===== src/rtl/seven_seg_scan_driver.sv =====
// ---------------------------------------------------------------------------
// seven_seg_scan_driver
//
// Time-multiplexed N-digit seven-segment display driver. A packed word of hex
// nibbles, together with decimal-point, blanking and leading-zero-blank
// controls, is captured into shadow registers only at the end of a full scan,
// so a frame never shows a mix of old and new values. One digit is driven per
// slot of CLK_DIV clocks. Within a slot the anode is PWM-gated for brightness,
// while the segment pattern is held for the whole slot.
//
// Ports
//   clk          system clock
//   rst          synchronous, active-high reset
//   digits_in    packed hex nibbles, digit i = [4i+3:4i], digit 0 rightmost
//   dp_in        decimal point request per digit
//   blank_in     per-digit force-dark (segments, dp and anode)
//   lz_blank_en  suppress leading zeros (digit 0 is always shown)
//   brightness   PWM level, used live rather than shadowed
//   load         request capture of the display inputs at the next frame end
//   seg_out      {dp,g,f,e,d,c,b,a}, registered
//   an_out       one-hot digit enable, registered
//   frame_done   one-cycle pulse after the last slot of each scan
// ---------------------------------------------------------------------------
module seven_seg_scan_driver #(
  parameter int NUM_DIGITS     = 4,
  parameter int CLK_DIV        = 1000,
  parameter int BRIGHT_W       = 4,
  parameter int ACTIVE_LOW_SEG = 1,
  parameter int ACTIVE_LOW_AN  = 1
) (
  input  logic                    clk,
  input  logic                    rst,
  input  logic [4*NUM_DIGITS-1:0] digits_in,
  input  logic [NUM_DIGITS-1:0]   dp_in,
  input  logic [NUM_DIGITS-1:0]   blank_in,
  input  logic                    lz_blank_en,
  input  logic [BRIGHT_W-1:0]     brightness,
  input  logic                    load,
  output logic [7:0]              seg_out,
  output logic [NUM_DIGITS-1:0]   an_out,
  output logic                    frame_done
);

  localparam int PW = $clog2(CLK_DIV);
  localparam int SW = (NUM_DIGITS > 1) ? $clog2(NUM_DIGITS) : 1;
  localparam int DW = 4 * NUM_DIGITS;

  localparam logic [PW-1:0] PRESC_MAX = PW'(CLK_DIV - 1);
  localparam logic [SW-1:0] SLOT_MAX  = SW'(NUM_DIGITS - 1);

  // "Off" levels as seen on the pins, for either polarity.
  localparam logic [7:0]            SEG_OFF = {8{ACTIVE_LOW_SEG != 0}};
  localparam logic [NUM_DIGITS-1:0] AN_OFF  = {NUM_DIGITS{ACTIVE_LOW_AN != 0}};

  // Active-low {g,f,e,d,c,b,a} pattern for a hex nibble.
  function automatic logic [6:0] hex_glyph(input logic [3:0] nib);
    logic [6:0] g;
    case (nib)
      4'h0:    g = 7'h40;
      4'h1:    g = 7'h79;
      4'h2:    g = 7'h24;
      4'h3:    g = 7'h30;
      4'h4:    g = 7'h19;
      4'h5:    g = 7'h12;
      4'h6:    g = 7'h02;
      4'h7:    g = 7'h78;
      4'h8:    g = 7'h00;
      4'h9:    g = 7'h18;
      4'hA:    g = 7'h08;
      4'hB:    g = 7'h03;
      4'hC:    g = 7'h46;
      4'hD:    g = 7'h21;
      4'hE:    g = 7'h06;
      default: g = 7'h0E;
    endcase
    return g;
  endfunction

  // On-time within a slot. Clamped to at least one clock so the lowest
  // brightness setting is dim rather than fully dark.
  function automatic logic [31:0] pwm_duty(input logic [BRIGHT_W-1:0] lvl);
    logic [31:0] d;
    d = ((32'(lvl) + 32'd1) * 32'(CLK_DIV)) >> BRIGHT_W;
    if (d == 32'd0) d = 32'd1;
    return d;
  endfunction

  // Scan counters
  logic [PW-1:0] presc_q, presc_d;
  logic [SW-1:0] slot_q, slot_d;
  logic          eof;

  // Shadowed display state
  logic          load_pend_q, load_pend_d;
  logic [DW-1:0] sh_digits_q, sh_digits_d;
  logic [NUM_DIGITS-1:0] sh_dp_q, sh_dp_d;
  logic [NUM_DIGITS-1:0] sh_blank_q, sh_blank_d;
  logic          sh_lz_q, sh_lz_d;

  // Output registers
  logic [7:0]            seg_q, seg_d;
  logic [NUM_DIGITS-1:0] an_q, an_d;
  logic                  frame_done_q, frame_done_d;

  // Per-slot decode scratch
  logic [3:0]            cur_nib;
  logic                  cur_dp;
  logic                  cur_blank;
  logic                  cur_lz;
  logic                  cur_lit;
  logic [7:0]            seg_al;
  logic [NUM_DIGITS-1:0] an_onehot;

  always_comb begin
    // Scan counters
    presc_d = presc_q + PW'(1);
    slot_d  = slot_q;
    if (presc_q == PRESC_MAX) begin
      presc_d = '0;
      slot_d  = (slot_q == SLOT_MAX) ? '0 : slot_q + SW'(1);
    end
    eof          = (presc_q == PRESC_MAX) && (slot_q == SLOT_MAX);
    frame_done_d = eof;

    // Load handshake: capture happens only at frame end. A load arriving in
    // the EOF cycle itself is honoured immediately.
    load_pend_d = load_pend_q | load;
    sh_digits_d = sh_digits_q;
    sh_dp_d     = sh_dp_q;
    sh_blank_d  = sh_blank_q;
    sh_lz_d     = sh_lz_q;
    if (eof && (load_pend_q || load)) begin
      sh_digits_d = digits_in;
      sh_dp_d     = dp_in;
      sh_blank_d  = blank_in;
      sh_lz_d     = lz_blank_en;
      load_pend_d = 1'b0;
    end

    // Decode the digit of the current slot
    cur_nib   = sh_digits_q[{slot_q, 2'b00} +: 4];
    cur_dp    = sh_dp_q[slot_q];
    cur_blank = sh_blank_q[slot_q];
    // Leading zero when this nibble and every more-significant one are zero.
    cur_lz    = sh_lz_q && (slot_q != '0) &&
                ((sh_digits_q >> {slot_q, 2'b00}) == '0);

    if (cur_blank) begin
      seg_al = 8'hFF;
    end else begin
      seg_al = {~cur_dp, (cur_lz ? 7'h7F : hex_glyph(cur_nib))};
    end

    // A suppressed leading zero keeps its anode only to show a lit dp.
    cur_lit   = !cur_blank && (!cur_lz || cur_dp) &&
                (32'(presc_q) < pwm_duty(brightness));
    an_onehot = NUM_DIGITS'(1) << slot_q;

    seg_d = (ACTIVE_LOW_SEG != 0) ? seg_al : ~seg_al;
    if (cur_lit) begin
      an_d = (ACTIVE_LOW_AN != 0) ? ~an_onehot : an_onehot;
    end else begin
      an_d = AN_OFF;
    end
  end

  always_ff @(posedge clk) begin
    if (rst) begin
      presc_q      <= '0;
      slot_q       <= '0;
      load_pend_q  <= 1'b0;
      sh_digits_q  <= '0;
      sh_dp_q      <= '0;
      sh_blank_q   <= '1;
      sh_lz_q      <= 1'b0;
      seg_q        <= SEG_OFF;
      an_q         <= AN_OFF;
      frame_done_q <= 1'b0;
    end else begin
      presc_q      <= presc_d;
      slot_q       <= slot_d;
      load_pend_q  <= load_pend_d;
      sh_digits_q  <= sh_digits_d;
      sh_dp_q      <= sh_dp_d;
      sh_blank_q   <= sh_blank_d;
      sh_lz_q      <= sh_lz_d;
      seg_q        <= seg_d;
      an_q         <= an_d;
      frame_done_q <= frame_done_d;
    end
  end

  assign seg_out    = seg_q;
  assign an_out     = an_q;
  assign frame_done = frame_done_q;

endmodule


===== config.mk =====
export PLATFORM = sky130hd
export DESIGN_NAME = seven_seg_scan_driver
export DESIGN_NICKNAME = d
export VERILOG_FILES = /design/src/rtl/seven_seg_scan_driver.sv
export SDC_FILE = /design/constraint.sdc
export NUM_CORES = 1
export LEC_CHECK = 0
export CORE_MARGIN = 5
export CORE_UTILIZATION = 42
export DETAILED_ROUTE_END_ITERATION = 16
export PLACE_DENSITY = 0.6
export SLEW_MARGIN = 20
export SYNTH_ARGS = -nofsm -noshare
export SYNTH_HDL_FRONTEND = slang
export SYNTH_SLANG_ARGS = --single-unit

===== constraint.sdc =====
create_clock -name clk -period 8 [get_ports clk]
set_input_delay 2.4 -clock clk [delete_from_list [all_inputs] [get_ports clk]]
set_output_delay 2.4 -clock clk [all_outputs]
set_load 0.01 [all_outputs]

# After elaboration in Yosys (flattened, before gate mapping)
# Memories as Yosys holds them, arrays and structs flattened. A register that Yosys moved wholly into a read port is not among the register bits.
# Index checks and enable logic that the tools add are counted.
# word_totals
ramBits	0
out_inout_bits	13
memories	1
rom_bits	112
elab_cells	50
ff_bits	44
latch_bits	0
# mem_list
memory	words	word_bits	rd	rd_clocked_by_memory_dff	wr	line	text
(name not given)	16	7	1	1	0	58	case (nib)
# op_classes
n_mul	1
div	0
n_eq_ne	2
n_reduce_logical	18
bitwise	4
n_shift	3
n_lt_le_gt_ge	2
n_addsub	3
mux	6
# op_table
op	count
32-bit zero test	1
10-bit by 32-bit less-than comparator with 1-bit output	1
16-bit zero test	1
16-bit by 5-bit variable part select with 4-bit output	1
16-bit by 4-bit >> shifter with 16-bit output	1
5-bit by 7-bit multiplier with 12-bit output, second input constant	1
11-bit 2-to-1 mux	1
10-bit by 1-bit adder with 10-bit output, second input constant	1
10-bit equality test, second input constant	1
2-bit OR reduction	4
1-bit logical AND	6
4-bit by 1-bit adder with 5-bit output, second input constant	1
1-bit binary-select mux with 2-bit select	2
4-bit inverter	1
1-bit by 2-bit left shift with 4-bit output, first input constant	1
2-bit by 3-bit less-than comparator with 1-bit output, second input constant	1
3-bit OR reduction	1
2-bit by 1-bit adder with 2-bit output, second input constant	1
2-bit equality test, second input constant	1
1-bit zero test	2
1-bit logical OR	2
1-bit 2-to-1 mux	2
2-bit 2-to-1 mux	1
1-bit inverter	2
2 further kinds	2

# Logic depth before layout (Yosys ltp)
# Gate-level depths: netlist of run 1.
# depth
depth_word	9
mapped_depth	23
ltp_nobuf	23

# Worst setup path after synthesis of run 1
# OpenSTA, ideal clock, no wires.
# synth_timing
kind	input port to flip-flop
start	input brightness[0]
end	register an_q[0] (netlist: an_out[0])
setup_ps	137
path_buffers	0
t_arrival_ps	6995
t_required_ps	7863
setup_slack_ps	868
cell_stages	22
path_cell_list	ha_1 xor2_1 inv_1 fa_1 inv_1 fa_1 inv_1 fa_1 inv_1 ha_1 o21ai_1 a21oi_1 o41ai_2 xnor2_2 nand3_1 o22ai_1 ha_1 a21o_1 a211oi_1 o21ai_0 o211ai_1 nand4_1
# synth_via
elab_chain_len	8
# synth_rtl
item	line	text
start, declared	37	input logic [BRIGHT_W-1:0] brightness,
4-bit by 1-bit adder with 5-bit output *	83	d = ((32'(lvl) + 32'd1) * 32'(CLK_DIV)) >> BRIGHT_W;
5-bit by 7-bit multiplier with 12-bit output *	83	
32-bit zero test	84	if (d == 32'd0) d = 32'd1;
11-bit 2-to-1 mux *	84	
10-bit by 32-bit less-than comparator with 1-bit output *	156	(32'(presc_q) < pwm_duty(brightness));
1-bit logical AND *	155	cur_lit = !cur_blank && (!cur_lz || cur_dp) &&
1-bit inverter (no source line) *	--	
2-bit OR reduction (no source line) *	--	
end signal, assigned	188	an_q <= an_d;
end, declared	102	logic [NUM_DIGITS-1:0] an_q, an_d;
# Every way passes the cells marked *; elsewhere a longest branch is shown, timed or not.
# A chain may end at the register's enable or synchronous reset.

# Final worst setup path of run 1
# layout_timing
start	input brightness[1]
end	register an_q[0] (netlist: an_out[0])
# The elaborated chain is that of the path after synthesis.

==> reports/results.txt, run 1 <==
TritonCTS clock tree: built
Fin. Hold Viols: 0
max incr delay on CP: 0.55 ns
CTS Hold Bufs: 0
dominant cell by count in the synthesized netlist: nand2_1
Leak: 1.62 nW
CP required: 8.16 ns
post-synth top area share: 30.2%
routability cong.: 0.814
vias in the first global route: 2568
worst-path fanout max: 5
measured slew at the worst slew-check pin: 0.965 ns
core area: 7770 um^2
Main synth FF type: dfxtp_1
clock slew at the register clock pins of the worst setup and hold paths: 0.09 ns
EDFF count, synth: 0
Pwr per Cell Area: 159 nW/um^2
status: finished clean
setup_tns: 0 ns
top cells by count, synth: 69 x nand2_1, 51 x dfxtp_1, 42 x ha_1
CP max-delay cell: clkdlybuf4s50_1
worst min-delay path class: flip-flop to flip-flop
initial core utilization: 43.5%
YS warnings: 0
arrival time worst endpoint: 7.74 ns
Worst IR Drop VDD: 79.2 uV
min Tclk post-route: 7.58 ns
Layout area overhead: 18.4%
full die area: 9930 um^2
GRT overflow: 0
Synth Instances: 384
most used cell, CP: inv_1
CP cell instances: clkdlybuf4s50_1 -> ha_2 -> xor2_2 -> inv_1 -> fa_1 -> inv_1 -> fa_1 -> inv_1 -> fa_1 -> inv_1 -> ha_1 -> o21ai_1 -> a21oi_1 -> o41ai_2 -> xnor2_2 -> nand3_1 -> o22ai_1 -> ha_1 -> a21o_1 -> a211oi_1 -> o21ai_0 -> o211ai_1 -> nand4_1
total CTS buffers: 5
Vert. Die Dim: 99.7 um
first-pass GRT wire length: 11800 um
Worst-Skew Late Latency: 0.30 ns
multi-input logic area: 2140 um^2
I/O Buffers: 44
async set-reset flop share out of synthesis: 0%
setup skew after layout: 0.00783 ns
IO Pins: 45
Max Cap Viol: 0
DRT antenna net count: 0
Yosys reg bits: 51
worst setup path class: input pin to flip-flop
layout filler cell count: 746
CTS Root Cell: clkbuf_8
Detail Placement HPWL: 5650 um
Die Width: 99.7 um
final setup fails: 0
Max-slew headroom: 35.7%
Final nets: 510
final wirelength: 7040 um
Seq/Total Area, Yosys: 30.2%
crit start category: input pin
Netlist Area Pre-Place: 3380 um^2
vias per cell: 5.03
Slew Limit Fails: 0
drt wl/cell: 13.3 um
GRT Util Overall: 14.4%
Iter 0 DRT Violations: 68
Syn Nets: 468
layout cells sized above 1: 7.96%
largest area contributor in the netlist: dfxtp_1
largest net degree at the start of global routing: 35
Synth Area per Inst: 8.79 um^2
Clock Sinks: 51
DRT Pass-1 Iters: 5
Overall Power: 0.637 mW
Row Count: 32
dominant cells by area after synthesis: dfxtp_1 30%, ha_1 16%, nand2_1 7.7%, fa_1 5.9%, a21oi_1 4.6%
Worst Setup End Kind: flip-flop
ANT cells: 0
Fmax: 132 MHz
CTS Buffer Depth: 2
unrepaired setup endpoints after global routing: false
CTS H-Tree Depth: 2
antenna violations before repair: 0
Post-route DRC: 0
Cell variety after synth: 51
period utilization: 94.7%
via count: 2659
Sequential Area: 1020 um^2
reg-to-reg slack, setup: 5.18 ns
-- worst max-delay path: cells and delay by family --
kind                     cells  cell delay (ns)
XOR/XNOR                     2             0.37
AND/OR/NAND/NOR              2             0.25
buffers and inverters        5             0.88
adder cells (fa/ha/maj)      6             2.50
AO/OA/AOI/OAI                8             1.35
-- sequential cells by signal, indices dropped and copies added (netlist names) --
name,flops
frame_done,1
presc_q,10
an_out,4
sh_digits_q,16
sh_dp_q,4
load_pend_q,1
sh_blank_q,4
sh_lz_q,1
slot_q,2
seg_out,8
-- logic make-up (layout without fill, tap and decap cells) --
group | after synthesis | in the layout | synth area share, %
XOR/XNOR | 14 | 14 | 3.85
flip-flops | 51 | 51 | 30.2
adder cells (fa/ha/maj) | 52 | 52 | 21.5
AO/OA/AOI/OAI | 65 | 65 | 12.1
AND/OR/NAND/NOR | 140 | 140 | 19.9
multiplexers | 13 | 13 | 5.75
buffers and inverters | 49 | 92 | 6.71
-- what timing repair did --
item / 4_1_cts / 5_1_grt
setup buffers: 0 / 0
setup endpoints to repair: 0 / 4
gates resized for setup: 0 / 2
-- cell usage in the layout, fill, tap and decap left out, drive strengths merged, types with 7 or more instances in the layout --
cell type      instances
dfxtp                 51
nor2                  25
a21oi                 33
xnor2                  8
inv                   36
mux2i                  7
ha                    42
o21ai                 14
clkdlybuf4s50         44
nand3                 13
fa                    10
nand2                 70
clkbuf                 7
-- layer usage --
layer | track usage, % | up-vias | routed length, um
li1 | - | 1384 | -
met1 | 21.2 | 1230 | 3630
met2 | 21.8 | 43 | 3080
met3 | 3.09 | 2 | 307
met4 | 2.84 | 0 | 22
met5 | 0 | - | 0
-- per-stage QoR --
step | setup slack [ns] | hold WS [ns] | util, % | std cells | instance area (um^2)
floorplan | 0.868 | 0.432 | - | 384 | 3380
global placement | 0.172 | 0.442 | 50.0 | 521 | 3880
detailed placement | -0.00452 | 0.451 | 50.0 | 521 | 3880
CTS | 0.309 | 0.465 | 51.3 | 529 | 3990
global route | 0.0156 | 0.484 | 51.4 | 529 | 4000
finish | 0.423 | 0.459 | 51.4 | 529 | 4000
-- layout make-up --
| class | instances | share of cell area (%) |
|---|---|---|
| clock buffer | 7 | 2.41 |
| sequential | 51 | 25.5 |
| multi-input combinational | 284 | 53.5 |
| tap | 102 | 3.19 |
| inverter | 36 | 3.38 |
| clock inverter | 1 | 0.188 |
| timing repair buffer | 48 | 11.8 |
-- final timing paths --
check,start,to,depth (start not counted)
max,brightness[1],an_out[0],23
min,sh_lz_q,sh_lz_q,2
max reg2reg,slot_q[0],an_out[2],9
min reg2reg,sh_lz_q,sh_lz_q,2
-- report_power, final --
| part | internal, mW | leakage [nW] | switching [mW] | total (mW) |
|---|---|---|---|---|
| Sequential | 0.255 | 0.412 | 0.00189 | 0.257 |
| Combinational | 0.0950 | 1.16 | 0.125 | 0.220 |
| Clock | 0.0787 | 0.0505 | 0.0812 | 0.160 |
Power figures use the tool's default switching activity.
==> inputs of run 2 (changes only) <==
TNS_END_PERCENT = 1   (was not set)
==> results of run 2 <==
Final layout, timing and power as in run 1 (identical DEF).
